File: src/rtl/his_builder_fsm.sv
// Per-pixel coarse ToF histogram builder: bins time stamps over one acquisition and publishes the peak bin centre per pixel.
// Optional HIS_NOPHOTON_FILTER_EN: the all-ones time stamp uses up its sample slot but is not binned.
module his_builder_fsm #(
  parameter int NP                = 10,
  parameter int PIXEL_NUM_PER_RAM = 3,
  parameter int SAMPLES_PER_PIXEL = 2,
  parameter int SHOTS_PER_ACQ     = 2,
  parameter int BIN_BITS          = 4,
  parameter int CNT_W             = 4
) (
  input  logic          clk,
  input  logic          res,
  input  logic          wrEn,
  input  logic [NP-1:0] data,
  output logic [NP-1:0] peakResult [PIXEL_NUM_PER_RAM]
);

  localparam int PIX   = PIXEL_NUM_PER_RAM;
  localparam int NBINS = 1 << BIN_BITS;
  localparam int PW    = (PIX > 1) ? $clog2(PIX) : 1;
  localparam int SW    = (SAMPLES_PER_PIXEL > 1) ? $clog2(SAMPLES_PER_PIXEL) : 1;
  localparam int HW    = (SHOTS_PER_ACQ > 1) ? $clog2(SHOTS_PER_ACQ) : 1;

  typedef enum logic [1:0] {ACCUM, LATCH, CLEAR} state_e;

  state_e              state_q, state_d;
  logic [PW-1:0]       pix_q;
  logic [SW-1:0]       samp_q;
  logic [HW-1:0]       shot_q;
  logic [CNT_W-1:0]    cnt_q  [PIX][NBINS];
  logic [CNT_W-1:0]    max_q  [PIX];
  logic [BIN_BITS-1:0] peak_q [PIX];
  logic [NP-1:0]       result_q [PIX];

  function automatic logic [CNT_W-1:0] sat_inc(input logic [CNT_W-1:0] c);
    return (&c) ? c : c + 1'b1;
  endfunction

  function automatic logic [NP-1:0] bin_centre(input logic [BIN_BITS-1:0] b);
    logic [NP-1:0] v;
    v = '0;
    v[NP-1 -: BIN_BITS] = b;
    v[NP-BIN_BITS-1]    = 1'b1;
    return v;
  endfunction

  logic [BIN_BITS-1:0] bin;
  logic                nophoton;
  logic                binnable;
  logic                take;
  logic                last;
  logic [CNT_W-1:0]    new_cnt;

  assign bin      = data[NP-1 -: BIN_BITS];
  assign nophoton = &data;
`ifdef HIS_NOPHOTON_FILTER_EN
  assign binnable = ~nophoton;
`else
  assign binnable = 1'b1 | nophoton;
`endif
  assign take     = (state_q == ACCUM) && wrEn;
  assign last     = (samp_q == SW'(SAMPLES_PER_PIXEL - 1)) &&
                    (pix_q  == PW'(PIX - 1)) &&
                    (shot_q == HW'(SHOTS_PER_ACQ - 1));
  assign new_cnt  = sat_inc(cnt_q[pix_q][bin]);

  assign peakResult = result_q;

  always_ff @(posedge clk or negedge res) begin
    if (!res) state_q <= ACCUM;
    else      state_q <= state_d;
  end

  always_comb begin
    state_d = state_q;
    case (state_q)
      ACCUM:   if (take && last) state_d = LATCH;
      LATCH:   state_d = CLEAR;
      CLEAR:   state_d = ACCUM;
      default: state_d = ACCUM;
    endcase
  end

  always_ff @(posedge clk or negedge res) begin
    if (!res) begin
      pix_q  <= '0;
      samp_q <= '0;
      shot_q <= '0;
      for (int p = 0; p < PIX; p++) begin
        max_q[p]    <= '0;
        peak_q[p]   <= '0;
        result_q[p] <= '0;
        for (int b = 0; b < NBINS; b++) cnt_q[p][b] <= '0;
      end
    end else begin
      case (state_q)
        ACCUM: if (take) begin
          // Order within an acquisition: sample fastest, then pixel, then shot.
          if (samp_q == SW'(SAMPLES_PER_PIXEL - 1)) begin
            samp_q <= '0;
            if (pix_q == PW'(PIX - 1)) begin
              pix_q  <= '0;
              shot_q <= (shot_q == HW'(SHOTS_PER_ACQ - 1)) ? '0 : shot_q + 1'b1;
            end else begin
              pix_q <= pix_q + 1'b1;
            end
          end else begin
            samp_q <= samp_q + 1'b1;
          end
          if (binnable) begin
            cnt_q[pix_q][bin] <= new_cnt;
            // Strict compare: on a tie the bin that reached the count first keeps the peak.
            if (new_cnt > max_q[pix_q]) begin
              max_q[pix_q]  <= new_cnt;
              peak_q[pix_q] <= bin;
            end
          end
        end
        LATCH: begin
          for (int p = 0; p < PIX; p++)
            result_q[p] <= (max_q[p] == '0) ? '1 : bin_centre(peak_q[p]);
        end
        CLEAR: begin
          pix_q  <= '0;
          samp_q <= '0;
          shot_q <= '0;
          for (int p = 0; p < PIX; p++) begin
            max_q[p]  <= '0;
            peak_q[p] <= '0;
            for (int b = 0; b < NBINS; b++) cnt_q[p][b] <= '0;
          end
        end
        default: ;
      endcase
    end
  end

endmodule

File: config.mk
export PLATFORM = sky130hd
export DESIGN_NAME = his_builder_fsm
export DESIGN_NICKNAME = d
export VERILOG_FILES = /design/src/rtl/his_builder_fsm.sv
export SDC_FILE = /design/constraint.sdc
export NUM_CORES = 1
export LEC_CHECK = 0
export CAP_MARGIN = 20
export CORE_MARGIN = 1
export CORE_UTILIZATION = 58
export DETAILED_ROUTE_END_ITERATION = 10
export HOLD_SLACK_MARGIN = 0.15
export PLACE_DENSITY = 0.76
export SLEW_MARGIN = 20
export SYNTH_ARGS = -nofsm -noshare
export SYNTH_HDL_FRONTEND = slang
export SYNTH_SLANG_ARGS = --single-unit
export TNS_END_PERCENT = 100
File: constraint.sdc
create_clock -name clk -period 4.9 [get_ports clk]
set_input_delay 0.49 -clock clk [delete_from_list [all_inputs] [get_ports clk]]
set_output_delay 0.49 -clock clk [all_outputs]
set_load 0.05 [all_outputs]
## Word level (Yosys, flattened, before mapping)

Index checks and enable logic that the tools add are counted.

| word-level totals | value |
|---|---|
| word-level logic and storage cells | 140 |
| output and inout port bits | 30 |
| bits in registers | 252 |
| input bits | 13 |

| cells by class | value |
|---|---|
| order comparisons | 5 |
| reductions and logical operators | 16 |
| equal/unequal tests | 8 |
| bitwise gates (word level) | 2 |
| add/sub/neg operators | 4 |
| muxes and demuxes | 44 |

Operators by type and width:

| cell | count |
|---|---|
| 192-bit one-hot mux with 2 select lines | 1 |
| 192-bit bitwise mux | 1 |
| 192-bit 2-to-1 mux | 1 |
| 64-bit 2-to-1 mux | 3 |
| 64-bit binary-select mux with 2-bit select | 1 |
| 64-bit demux with 2-bit select | 1 |
| 12-bit 2-to-1 mux | 4 |
| 12-bit one-hot mux with 2 select lines | 2 |
| 10-bit 2-to-1 mux | 3 |
| 4-bit 2-to-1 mux | 7 |
| 12-bit bitwise mux | 2 |
| 4-bit binary-select mux with 4-bit select | 1 |
| 4-bit demux with 4-bit select | 1 |
| 4-bit logical NOT | 3 |
| 4-bit binary-select mux with 2-bit select | 1 |
| 4-bit demux with 2-bit select | 1 |
| 2-bit 2-to-1 mux | 4 |
| 2-bit one-hot mux with 2 select lines | 2 |
| 4-bit AND reduction | 2 |
| 1-bit logical AND | 6 |
| 1-bit 2-to-1 mux | 6 |
| 2-bit by 1-bit != test with 1-bit output, second input constant | 3 |
| 3-bit AND reduction | 2 |
| 5-bit greater-or-equal comparator, second input constant | 1 |
| other kinds (16) | 20 |

## Depth between registers and ports, before layout

Gate-level depths: netlist (run 1).

| depth | value |
|---|---|
| depth in word-level cells | 13 |
| depth in mapped cells | 23 |
| depth with buffers taken out | 17 |

## Worst setup path before layout (run 1)

No wires, ideal clock.

| timing path | value |
|---|---|
| path type | input to register |
| start | input data[7] |
| end | register max_q[11] (netlist name) |
| arrival | 4.398 ns |
| slack | 0.415 ns |
| data required time | 4.813 ns |
| stages on the path | 21 |
| path buffers | 5 |
| setup time | 0.087 ns |
| cells stage by stage | buf_2 buf_2 buf_2 buf_2 a21oi_1 o21ai_0 a31oi_1 a211oi_2 ha_1 and3_1 mux2i_2 buf_2 inv_1 ha_1 nor2b_1 o21a_1 o21a_1 o2111ai_1 nor3_1 nand3_1 o211ai_1 |

| on the way | value |
|---|---|
| longest elaborated chain between the ends | 10 |
| elaborated cells between the ends (all ways) | 14 |
| classes of those cells | add/sub: 1; order compare: 1; eq/ne: 1; mux: 8; bitwise: 1; reduce/logical: 2 |

RTL lines:

| item | RTL line | text |
|---|---|---|
| start: declaration | 14 | `input logic [NP-1:0] data,` |
| 4-bit inverter with 5-bit output (not written as such) * | 65 | `assign new_cnt = sat_inc(cnt_q[pix_q][bin]);` |
| 4-bit binary-select mux with 4-bit select * | 65 |  |
| 4-bit 2-to-1 mux (not written as such) * (2 in a row) | 65 |  |
| 4-bit by 1-bit adder with 4-bit output or 4-bit AND reduction (tied branches) | 36 | `return (&c) ? c : c + 1'b1;` |
| 4-bit 2-to-1 mux * | 36 |  |
| parallel branches: the longest is 4 deep, another holds 4-bit greater-than comparator | -- |  |
| end signal: indexed assignment | 114 | `max_q[pix_q] <= new_cnt;` |
| end: declaration | 31 | `logic [CNT_W-1:0] max_q [PIX];` |

Mark *: on every way between the ends. The select of a mux whose other input is x is not followed.
A chain may end at the register's enable or synchronous reset.

## Worst setup path after layout (run 1)

| timing path | value |
|---|---|
| start | register pix_q[1] |
| end | register max_q[10] (netlist name) |

| on the way | value |
|---|---|
| longest elaborated chain between the ends | 13 |
| elaborated cells between the ends (all ways) | 25 |
| classes of those cells | add/sub: 1; order compare: 3; eq/ne: 1; mux: 16; bitwise: 1; reduce/logical: 3 |

RTL lines:

| item | RTL line | text |
|---|---|---|
| start: declaration | 27 | `logic [PW-1:0] pix_q;` |
| start signal: assignment | 105 | `pix_q <= pix_q + 1'b1;` |
| 2-bit inverter with 3-bit output (not written as such) * | 65, 113, 114 |  |
| parallel branches: the longest is 12 deep, another holds 4-bit by 1-bit adder with 4-bit output | -- |  |

Marks and branches as above.

==> results of run 1 <==
power by group through the flow:
stage / combinational [mW] / sequential (mW) / clock, mW
floorplan: 2.10 / 3.19 / 0
CTS: 3.06 / 3.11 / 1.91
finish: 3.11 / 3.11 / 1.90
detailed placement: 3.04 / 3.14 / 0
global route: 3.39 / 3.19 / 1.99
global placement: 2.98 / 3.10 / 0
sequential cells by signal, summed over array words and instances, names as in the netlist:
| register | cells |
|---|---|
| shot_q | 1 |
| peakResult | 16 |
| peak_q | 12 |
| pix_q | 2 |
| state_q | 2 |
| cnt_q | 192 |
| samp_q | 1 |
| max_q | 12 |
area by class of cell:
type / count / area (um^2) / share of cell area (%)
clock inverter: 4 / 48.80 / 0.3782
inverter: 10 / 37.54 / 0.2910
tap: 260 / 325.3 / 2.522
multi-input combinational: 834 / 4913 / 38.09
clock buffer: 42 / 779.5 / 6.042
timing repair buffer: 92 / 837.1 / 6.488
sequential: 238 / 5959 / 46.19
how the worst max path moves through the flow:
stage	start	endpoint	slack, ns	cells after the start
after floorplan	data[7]	max_q[11]	0.41	21
after global placement	data[9]	max_q[11]	0.13	18
after detailed placement	data[9]	max_q[11]	-0.05	17
after CTS	pix_q[1]	max_q[11]	0.00005	19
after global routing	pix_q[1]	max_q[11]	0.02	20
final	pix_q[1]	max_q[10]	0.24	18
layer usage:
metal	wire [um]	vias up	GRT usage, %
met3	1996	68	3.769
li1	-	4342	-
met5	0	-	0
met1	12360	4435	41.06
met4	969	0	11.15
met2	13040	357	46.05
layout by cell type, fill, tap and decap left out, types with 2 or more instances in the layout:
master           synthesis  layout
or2_2                    4       4
nand2b_1                 8       8
ha_1                     5       5
mux2i_1                 34      34
o31ai_1                  6       6
o2bb2ai_1                6       6
o21ai_1                 21      21
a31oi_1                  4       4
clkbuf_1                49       8
mux2_1                   2       2
nor4_1                   5       5
mux2_2                  35      35
clkbuf_8                 0       9
a211oi_2                 1       2
nor2_1                  23      22
a21oi_1                 28      28
o21a_1                   2       2
clkdlybuf4s50_1          0      34
a211oi_1                 9       8
o21ai_0                202     202
nor3_1                   8       6
buf_4                   16      50
clkbuf_16                0      25
inv_1                    9       9
and3_1                   2       2
clkinv_2                 0       2
a311oi_1                 2       2
nand3b_1                14      14
nand3_1                216     216
nor2b_1                  2       2
buf_12                   0       4
a221oi_1                19      18
a22oi_1                 13      13
or3_1                    3       3
nand4_1                  6       6
dfrtp_1                238     237
o211ai_1                 6       6
nand2_1                125     124
a221o_1                  7       7
mux2i_4                  0       2
metrics by stage:
stage / power (mW) / hold WS (ns) / cell area (um^2) / worst slack, ns
after floorplan: 5.288 / 0.1944 / 11410 / 0.4146
after global placement: 6.084 / 0.4750 / 12040 / 0.1331
after detailed placement: 6.178 / 0.4792 / 12040 / -0.04995
after CTS: 8.083 / 0.4969 / 12870 / 0.00004885
after global routing: 8.572 / 0.5131 / 12900 / 0.02314
final: 8.110 / 0.4938 / 12900 / 0.2354
critical path, cell delays in order, from the launching register on:
cell,delay (ns)
dfrtp_4,0.58
buf_4,0.27
mux2_2,0.38
a221o_1,0.29
a311o_1,0.34
o22ai_1,0.29
a311oi_2,0.13
and3_1,0.27
mux2i_4,0.18
inv_1,0.06
ha_1,0.29
nor2b_1,0.14
o21a_1,0.13
o21a_1,0.11
o2111ai_1,0.14
buf_4,0.19
or3_1,0.44
nand3_1,0.13
o31ai_1,0.10
cells by family (layout without fill, tap and decap cells):
family | after synthesis | count (layout) | share of synthesized area [%]
xor gates and xnor gates | 1 | 1 | 0.1426
AOI/OAI and AO/OA | 335 | 335 | 17.17
muxes | 74 | 74 | 7.072
and+or+nand+nor | 419 | 419 | 17.54
adders and majority gates | 5 | 5 | 0.5482
buffers and inverters | 116 | 148 | 5.329
DFF | 238 | 238 | 52.19
timing repair:
item,in CTS,in global routing
setup endpoints to repair,0,11
resized for setup,0,3
endpoints found under the hold margin,103,0
hold buffers,1,0
setup buffers,0,1
==> run summary, run 1 <==
Status = completed
Ranking of synthesized cells by area = dfrtp_1 (52%), nand3_1 (9.5%), o21ai_0 (8.9%), nand2_1 (4.1%), mux2_2 (3.5%)
DRT antenna net count = 0
CP endpoint kind = flip-flop
Min Tclk post-route = 4.665 ns
Area delta synth->final = 13.06%
Register area share after synthesis = 52.19%
CTS buffer count = 25
Ant. Diodes = 0
Filler cell count in the final layout = 1507
FF-to-FF End = max_q[10]
Fmax = 214.4 MHz
WHS Endpoint = cnt_q[181]
Netlist cell types = 54
Fin nets = 1219
Final slew viol count = 0
Sw frac = 38.75%
Core Box Area = 19020 um^2
Leakage = 5.529 nW
Critical Path RT = 5.26 ns
R2r setup slk = 0.24 ns
Hold_sp = cnt_q[181]
Final Hold Viols = 0
Post-synth EDFFs = 0
Logic pwr share = 38.3%
FP Rows = 50
Syn Inst Count = 1188
Hold WC Path Type = reg2reg
IO Pins = 43
Clock Tree Buf Depth = 3
Iteration-0 DRC Markers = 914
Final WL = 28.37 mm
Clock slew seen by the registers of the worst setup and hold paths = 0.06 ns
Synth async-reset ratio = 100.0%
WL/cell = 19.17 um
Power share of the clock group = 23.4%
Sequential Power Share = 38.3%
Pin count of the biggest net entering global routing = 136
Initial antenna violation count = 0
First-pass GRT wire length = 46.29 mm
GRT Total Usage = 29.11%
TNS Setup = 0 ns
Synth top cells by count = dfrtp_1 (238), nand3_1 (216), o21ai_0 (202)
CTS root buf = clkbuf_16
CP Class = reg2reg
CTS tree = built
R2R Path Start = pix_q[1]
Starting density of the core = 60.00%
Die width = 142.3 um
Placed Cells = 1432
Vias in the first global route = 8777
Layout cells sized above 1 = 12.38%
CTS sink cnt = 238
Via count = 9202
Synthesized cell area = 11410 um^2
Max Clock Skew = 0.02095 ns
Syn Nets = 1206
Clock Latency Late Sink = 0.53 ns
GPL Wtd Cong = 0.9021
# Max-Cap Violations = 0
Max-Slew Margin vs Limit = 28.50%
Ratio of final minimum period to clock period = 95.20%
Port-buffer cells = 36
Die ar. = 20240 um^2
Worst hold stages = 2
Ys Warns = 0
Final Util = 67.84%
Hpwl dp = 17.28 mm
Drt pass-1 iters = 6
Leading area contributor after synthesis = dfrtp_1
Most frequent cell after synthesis = dfrtp_1
Critical Path AT = 5.03 ns
Pint = 4.967 mW
Die Y = 142.3 um
Setup violations, final = 0
Worst VDD drop = 0.0003774 V
Share of the synthesized area in the top cell type = 52.19%
Mapped Avg Cell Area = 9.605 um^2
# DRC = 0
Post-synthesis register bit count = 238
Worst Tran Pin Value = 1.069 ns
Max H-tree Level = 1
CP max FO = 12
Main flop type after synthesis = dfrtp_1
Switch Pwr = 3.143 mW
RSZ-0062 raised after global routing = no
Pwr/cell area = 628.6 nW/um^2
GRT overflow = 0
Worst setup SP type = flip-flop
Non-filler instance count after layout = 1480
R2R cell count = 18
Vias per inst = 6.218
(Power assumes the default switching activity.)
==> run 2, diff against run 1 <==
- CTS_CLUSTER_DIAMETER: default -> 30
==> run 2 against run 1 <==
Effect of this change: sequential power hardly changed; utilization is 5.3 points higher; sequential share of layout area is 3.3 points lower.
==> run summary, run 2 (synthesized netlist as in run 1, its figures left out) <==
Final slew viol count = 0 (unchanged)
Core Box Area = 19020 um^2 (unchanged)
Cell Chain, Critical Path = buf_4, buf_6, mux2_2, a221o_1, a31o_2, o22ai_1, a311oi_2, and3_2, mux2i_4, inv_1, ha_1, nor2b_1, o21a_1, o21a_1, o2111ai_1, buf_4, nor2_1, buf_4, nand4_1, o211ai_1 (was buf_4, mux2_2, a221o_1, a311o_1, o22ai_1, a311oi_2, and3_1, mux2i_4, inv_1, ha_1, nor2b_1, o21a_1, o21a_1, o2111ai_1, buf_4, or3_1, nand3_1, o31ai_1)
Total power = 9.899 mW (was 8.110 mW)
Most frequent cells in the layout = dfrtp_1 (237), nand3_1 (216), o21ai_0 (202) (unchanged)
R2R cell count = 20 (was 18)
Leakage = 5.996 nW (was 5.529 nW)
Die width = 142.3 um (unchanged)
CP endpoint kind = flip-flop (unchanged)
# Max-Cap Violations = 0 (unchanged)
Layout cells sized above 1 = 16.22% (was 12.38%)
Clock Latency Late Sink = 0.53 ns (about the same)
Non-filler instance count after layout = 1524 (was 1480)
Ant. Diodes = 0 (unchanged)
Vias per inst = 6.257 (was 6.218)
Max stage delay cell, worst path = dfrtp_4 (unchanged)
Storage element area = 5959 um^2 (unchanged)
RSZ-0062 raised after global routing = no (unchanged)
Initial antenna violation count = 0 (unchanged)
R2R Path Start = pix_q[1] (unchanged)
CTS tree = built (unchanged)
CTS sink cnt = 238 (unchanged)
Filler cell count in the final layout = 1363 (was 1507)
Reg with most FFs = cnt_q (unchanged)
Via count = 9535 (was 9202)
R2r setup slk = 0.19 ns (was 0.24 ns)
CP max FO = 10 (was 12)
Final WL = 30.64 mm (was 28.37 mm)
Max H-tree Level = 2 (was 1)
CP Launch Point = pix_q[1] (unchanged)
Post-route cell area = 13900 um^2 (was 12900 um^2)
Drt pass-1 iters = 6 (unchanged)
Pin count of the biggest net entering global routing = 136 (unchanged)
DRT antenna net count = 0 (unchanged)
Area of the multi-input gates = 4937 um^2 (was 4913 um^2)
Port-buffer cells = 36 (unchanged)
Critical Path AT = 5.09 ns (was 5.03 ns)
Most common cell on crit path = buf_4
Ratio of final minimum period to clock period = 96.06% (was 95.20%)
CP max stage delay = 0.52 ns (was 0.58 ns)
Largest register FFs = 192 (unchanged)
Clock slew seen by the registers of the worst setup and hold paths = 0.05 ns (was 0.06 ns)
Hold WC Path Type = reg2reg (unchanged)
FF-to-FF End = max_q[7] (was max_q[10])
Placed Cells = 1432 (unchanged)
Die Y = 142.3 um (unchanged)
Commonest non-fill, non-tap cell in the layout = dfrtp_1 (unchanged)
Fin nets = 1244 (was 1219)
Die ar. = 20240 um^2 (unchanged)
Setup violations, final = 0 (unchanged)
Critical Path RT = 5.29 ns (was 5.26 ns)
Starting density of the core = 60.00% (unchanged)
Hpwl dp = 17.28 mm (unchanged)
CP Class = reg2reg (unchanged)
Pwr/cell area = 712.1 nW/um^2 (was 628.6 nW/um^2)
Fmax = 212.5 MHz (was 214.4 MHz)
GRT Total Usage = 31.17% (was 29.11%)
CTS buffer count = 47 (was 25)
Worst setup SP type = flip-flop (unchanged)
# DRC = 0 (unchanged)
Max Clock Skew = 0.01851 ns (was 0.02095 ns)
Max-Slew Margin vs Limit = 26.52% (was 28.50%)
Min Tclk post-route = 4.707 ns (was 4.665 ns)
FP Rows = 50 (unchanged)
Iteration-0 DRC Markers = 961 (was 914)
Final Hold Viols = 0 (unchanged)
Area delta synth->final = 21.82% (was 13.06%)
Worst Tran Pin Value = 1.099 ns (was 1.069 ns)
Placed Area = 12040 um^2 (unchanged)
Status = completed (unchanged)
First-pass GRT wire length = 49.17 mm (was 46.29 mm)
IO Pins = 43 (unchanged)
Clock Tree Buf Depth = 3 (unchanged)
WL/cell = 20.10 um (was 19.17 um)
GRT overflow = 0 (unchanged)
Vias in the first global route = 9460 (was 8777)
CTS root buf = clkbuf_16 (unchanged)
GPL Wtd Cong = 0.9021 (unchanged)
CP endpoint = max_q[7] (was max_q[10])
Worst VDD drop = 0.0005356 V (was 0.0003774 V)
## run 2: metal layers
layer / routed length, um / track usage, % / vias up
li1: - / - / 4412
met1: 12810 / 40.99 / 4593
met5: 0 / 0 / -
met4: 1033 / 13.70 / 0
met2: 14450 / 50.13 / 435
met3: 2347 / 6.359 / 95
## run 2: power by group
group          total [mW]  internal [mW]  switching (mW)
Clock                3.57           2.50            1.06
Combinational        3.21           1.18            2.03
Sequential           3.12           2.69           0.433
Total                9.90           6.37            3.53
## run 2: cell type report
class | instances | share of cell area, %
Multi-Input combinational cell | 834 | 35.52
Inverter | 10 | 0.2700
Sequential cell | 238 | 42.87
Tap cell | 260 | 2.340
Timing Repair Buffer | 95 | 6.184
Clock inverter | 28 | 3.222
Clock buffer | 59 | 9.595
## run 2: worst min path at each step
stage,endpoint,slack (ns),start,cells after the start
3_3_place_gp,peakResult[9],0.48,peak_q[3],2
3_5_place_dp,peakResult[18],0.48,peak_q[6],2
4_1_cts,peakResult[16],0.49,peak_q[4],2
2_1_floorplan,cnt_q[0],0.19,res,0
6_report,peakResult[16],0.49,peak_q[4],2
5_1_grt,peakResult[16],0.51,peakResult[16],2
## run 2: per-stage QoR
stage               util, %  setup TNS (ns)  worst slack (ns)  hold WS (ns)
finish                73.09               0            0.1930        0.4879
global placement      63.28               0            0.1331        0.4750
floorplan                 -               0            0.4146        0.1944
detailed placement    63.28        -0.04995          -0.04995        0.4792
CTS                   72.73               0            0.1258        0.4859
global route          73.09               0           0.02094        0.5105
## run 2: critical path: cells and delay by family (launching register included)
kind	cells	cell delay [ns]
and+or+nand+nor	4	0.58
buffers and inverters	5	0.85
muxes	2	0.55
adders and majority gates	1	0.30
AOI/OAI and AO/OA	8	1.76
DFF	1	0.52
## run 2: what timing repair did
action                                 in CTS  in global routing
setup endpoints to repair                   3                 23
endpoints found under the hold margin     103                  0
pin swaps                                   0                  1
gates resized for setup                     1                  7
hold buffers                                1                  0
setup buffers                               0                  4
==> run 3, diff against run 2 <==
- GPL_TIMING_DRIVEN: default -> 0
==> run 3 against run 2 <==
Effect of this change: register-to-register slack worse by 0.12 ns; count of clock-buffer cells in the layout shrank 3; die area stayed put; via count grew 11%; cell area increased by 1.3%; largest cell class unchanged; sequential power barely moved; cell count up 3.6%; largest power group is now combinational logic.
==> run summary, run 3 (synthesized netlist as in run 1, its figures left out) <==
Status = completed (unchanged)
Post-Place Setup Slack = -1.188 ns (was -0.04995 ns)
# Max-Cap Violations = 0 (unchanged)
CTS root buf = clkbuf_16 (unchanged)
CP max FO = 10 (unchanged)
Die width = 142.3 um (unchanged)
# DRC = 0 (unchanged)
R2R cell count = 21 (was 20)
GRT overflow = 0 (unchanged)
Area of the multi-input gates = 5080 um^2 (was 4937 um^2)
Vias in the first global route = 10290 (was 9460)
GRT Total Usage = 39.42% (was 31.17%)
Fin worst setup slack = 0.07009 ns (was 0.1930 ns)
Drt pass-1 iters = 6 (unchanged)
Smallest hold slack = 0.4908 ns (was 0.4879 ns)
Hold WC Path Type = reg2reg (unchanged)
Starting density of the core = 60.00% (unchanged)
Port-buffer cells = 33 (was 36)
CP max stage delay = 0.38 ns (was 0.52 ns)
First-pass GRT wire length = 59.14 mm (was 49.17 mm)
CTS buffer count = 46 (was 47)
Max stage delay cell, worst path = dfrtp_1 (was dfrtp_4)
Pin count of the biggest net entering global routing = 98 (was 136)
Fin nets = 1299 (was 1244)
Min Tclk post-route = 4.830 ns (was 4.707 ns)
Commonest non-fill, non-tap cell in the layout = dfrtp_1 (unchanged)
Reg with most FFs = cnt_q (unchanged)
CTS sink cnt = 238 (unchanged)
Max Clock Skew = 0.01834 ns (was 0.01851 ns)
CP endpoint kind = flip-flop (unchanged)
Setup violations, final = 0 (unchanged)
Max H-tree Level = 2 (unchanged)
Total power = 10.21 mW (was 9.899 mW)
Area delta synth->final = 23.36% (was 21.82%)
Leakage = 6.004 nW (was 5.996 nW)
Layout cells sized above 1 = 17.53% (was 16.22%)
WL/cell = 24.66 um (was 20.10 um)
Final Hold Viols = 0 (unchanged)
Worst Tran Pin Value = 1.226 ns (was 1.099 ns)
Cell Chain, Critical Path = buf_6, inv_1, buf_2, clkbuf_4, a22oi_1, a211oi_1, o22ai_1, a311oi_2, and3_4, mux2i_4, buf_6, inv_1, ha_1, nor2b_1, o21a_1, o21a_1, o2111ai_4, buf_4, nor2_4, nand3_1, o211ai_1 (was buf_4, buf_6, mux2_2, a221o_1, a31o_2, o22ai_1, a311oi_2, and3_2, mux2i_4, inv_1, ha_1, nor2b_1, o21a_1, o21a_1, o2111ai_1, buf_4, nor2_1, buf_4, nand4_1, o211ai_1)
Largest register FFs = 192 (unchanged)
Vias per inst = 6.692 (was 6.257)
Most frequent cells in the layout = dfrtp_1 (238), nand3_1 (216), o21ai_0 (201) (was dfrtp_1 (237), nand3_1 (216), o21ai_0 (202))
Worst VDD drop = 0.0003908 V (was 0.0005356 V)
Ratio of final minimum period to clock period = 98.57% (was 96.06%)
DRT antenna net count = 0 (unchanged)
Final WL = 38.95 mm (was 30.64 mm)
Filler cell count in the final layout = 1386 (was 1363)
Core Box Area = 19020 um^2 (unchanged)
Via count = 10570 (was 9535)
FP Rows = 50 (unchanged)
Clock Latency Late Sink = 0.53 ns (about the same)
Critical Path AT = 5.27 ns (was 5.09 ns)
GPL Wtd Cong = 1.030 (was 0.9021)
Worst setup SP type = flip-flop (unchanged)
Die ar. = 20240 um^2 (unchanged)
Storage element area = 5956 um^2 (was 5959 um^2)
CTS tree = built (unchanged)
Hpwl dp = 25.14 mm (was 17.28 mm)
Worst hold stages = 2 (unchanged)
Critical Path RT = 5.34 ns (was 5.29 ns)
IO Pins = 43 (unchanged)
CP Class = reg2reg (unchanged)
Fmax = 207.0 MHz (was 212.5 MHz)
Pwr/cell area = 725.3 nW/um^2 (was 712.1 nW/um^2)
TNS Setup = 0 ns (unchanged)
Final slew viol count = 0 (unchanged)
Max-Slew Margin vs Limit = 17.64% (was 26.52%)
Iteration-0 DRC Markers = 1342 (was 961)
Initial antenna violation count = 0 (unchanged)
Die Y = 142.3 um (unchanged)
Clock slew seen by the registers of the worst setup and hold paths = 0.05 ns (about the same)
Clock Tree Buf Depth = 3 (unchanged)
[run 3: changes by cell type in the layout (fill, tap and decap cells not counted), moves of 6 or more]
cell       previous run  this run
bufinv_16            11         5
clkbuf_1              3        47
buf_2                 0        13
clkbuf_2              1        11
buf_4                53        31
buf_6                 1         9
[run 3: report_power, final]
| part | leakage, nW | switching (mW) | total, mW | internal [mW] |
|---|---|---|---|---|
| Sequential | 3.20 | 0.445 | 3.13 | 2.68 |
| Clock | 0.744 | 1.08 | 3.16 | 2.09 |
| Combinational | 2.07 | 2.52 | 3.92 | 1.39 |
| Total | 6.00 | 4.05 | 10.2 | 6.16 |
[run 3: metrics by stage]
| stage | util [%] | cell area [um^2] | cells |
|---|---|---|---|
| 4_1_cts | 72.78 | 13840 | 1569 |
| 3_3_place_gp | 63.45 | 12070 | 1481 |
| 2_1_floorplan | - | 11410 | 1188 |
| 3_5_place_dp | 63.76 | 12130 | 1483 |
| 6_report | 74.01 | 14080 | 1579 |
| 5_1_grt | 74.00 | 14070 | 1578 |
[run 3: cell type report]
type / count / area share, %
Inverter: 10 / 0.2667
Timing Repair Buffer: 48 / 3.484
Clock buffer: 56 / 8.880
Sequential cell: 238 / 42.31
Multi-Input combinational cell: 835 / 36.09
Buffer: 102 / 4.382
Antenna cell: 1 / 0.01778
Clock inverter: 29 / 2.258
Tap cell: 260 / 2.311
[run 3: path summary, 6_finish.rpt]
| check | to | startpoint | slack, ns |
|---|---|---|---|
| worst max-delay path | max_q[3] | pix_q[0] | 0.07 |
| worst min-delay path | peakResult[28] | peakResult[28] | 0.49 |
| worst max register to register | max_q[3] | pix_q[0] | 0.07 |
| worst min register to register | peakResult[28] | peakResult[28] | 0.49 |
| max in group asynchronous | peak_q[1] | res | 3.53 |
| min in group asynchronous | cnt_q[37] | res | 0.50 |
[run 3: layer usage]
layer | share of wire (%) | wire [um] | global-route usage, %
met1 | 39 | 15360 | 52.53
met2 | 44 | 17010 | 59.11
met3 | 11 | 4354 | 10.46
met4 | 5.7 | 2215 | 20.94
met5 | 0 | 0 | 0
[run 3: worst max-delay path: cells and delay by family (launching register included)]
kind | cells | cell delay [ns]
compound gates | 8 | 1.73
buf+inv | 7 | 1.20
simple gates | 4 | 0.85
flops | 1 | 0.38
fa+ha+maj | 1 | 0.29
mux | 1 | 0.26
[run 3: timing repair]
action	4_1_cts	5_1_grt
pin swaps	3	9
setup buffers	3	9
setup endpoints to repair	24	24
resized for setup	25	42
hold buffers	1	0
hold endpoints to repair	62	0
cloned	0	1
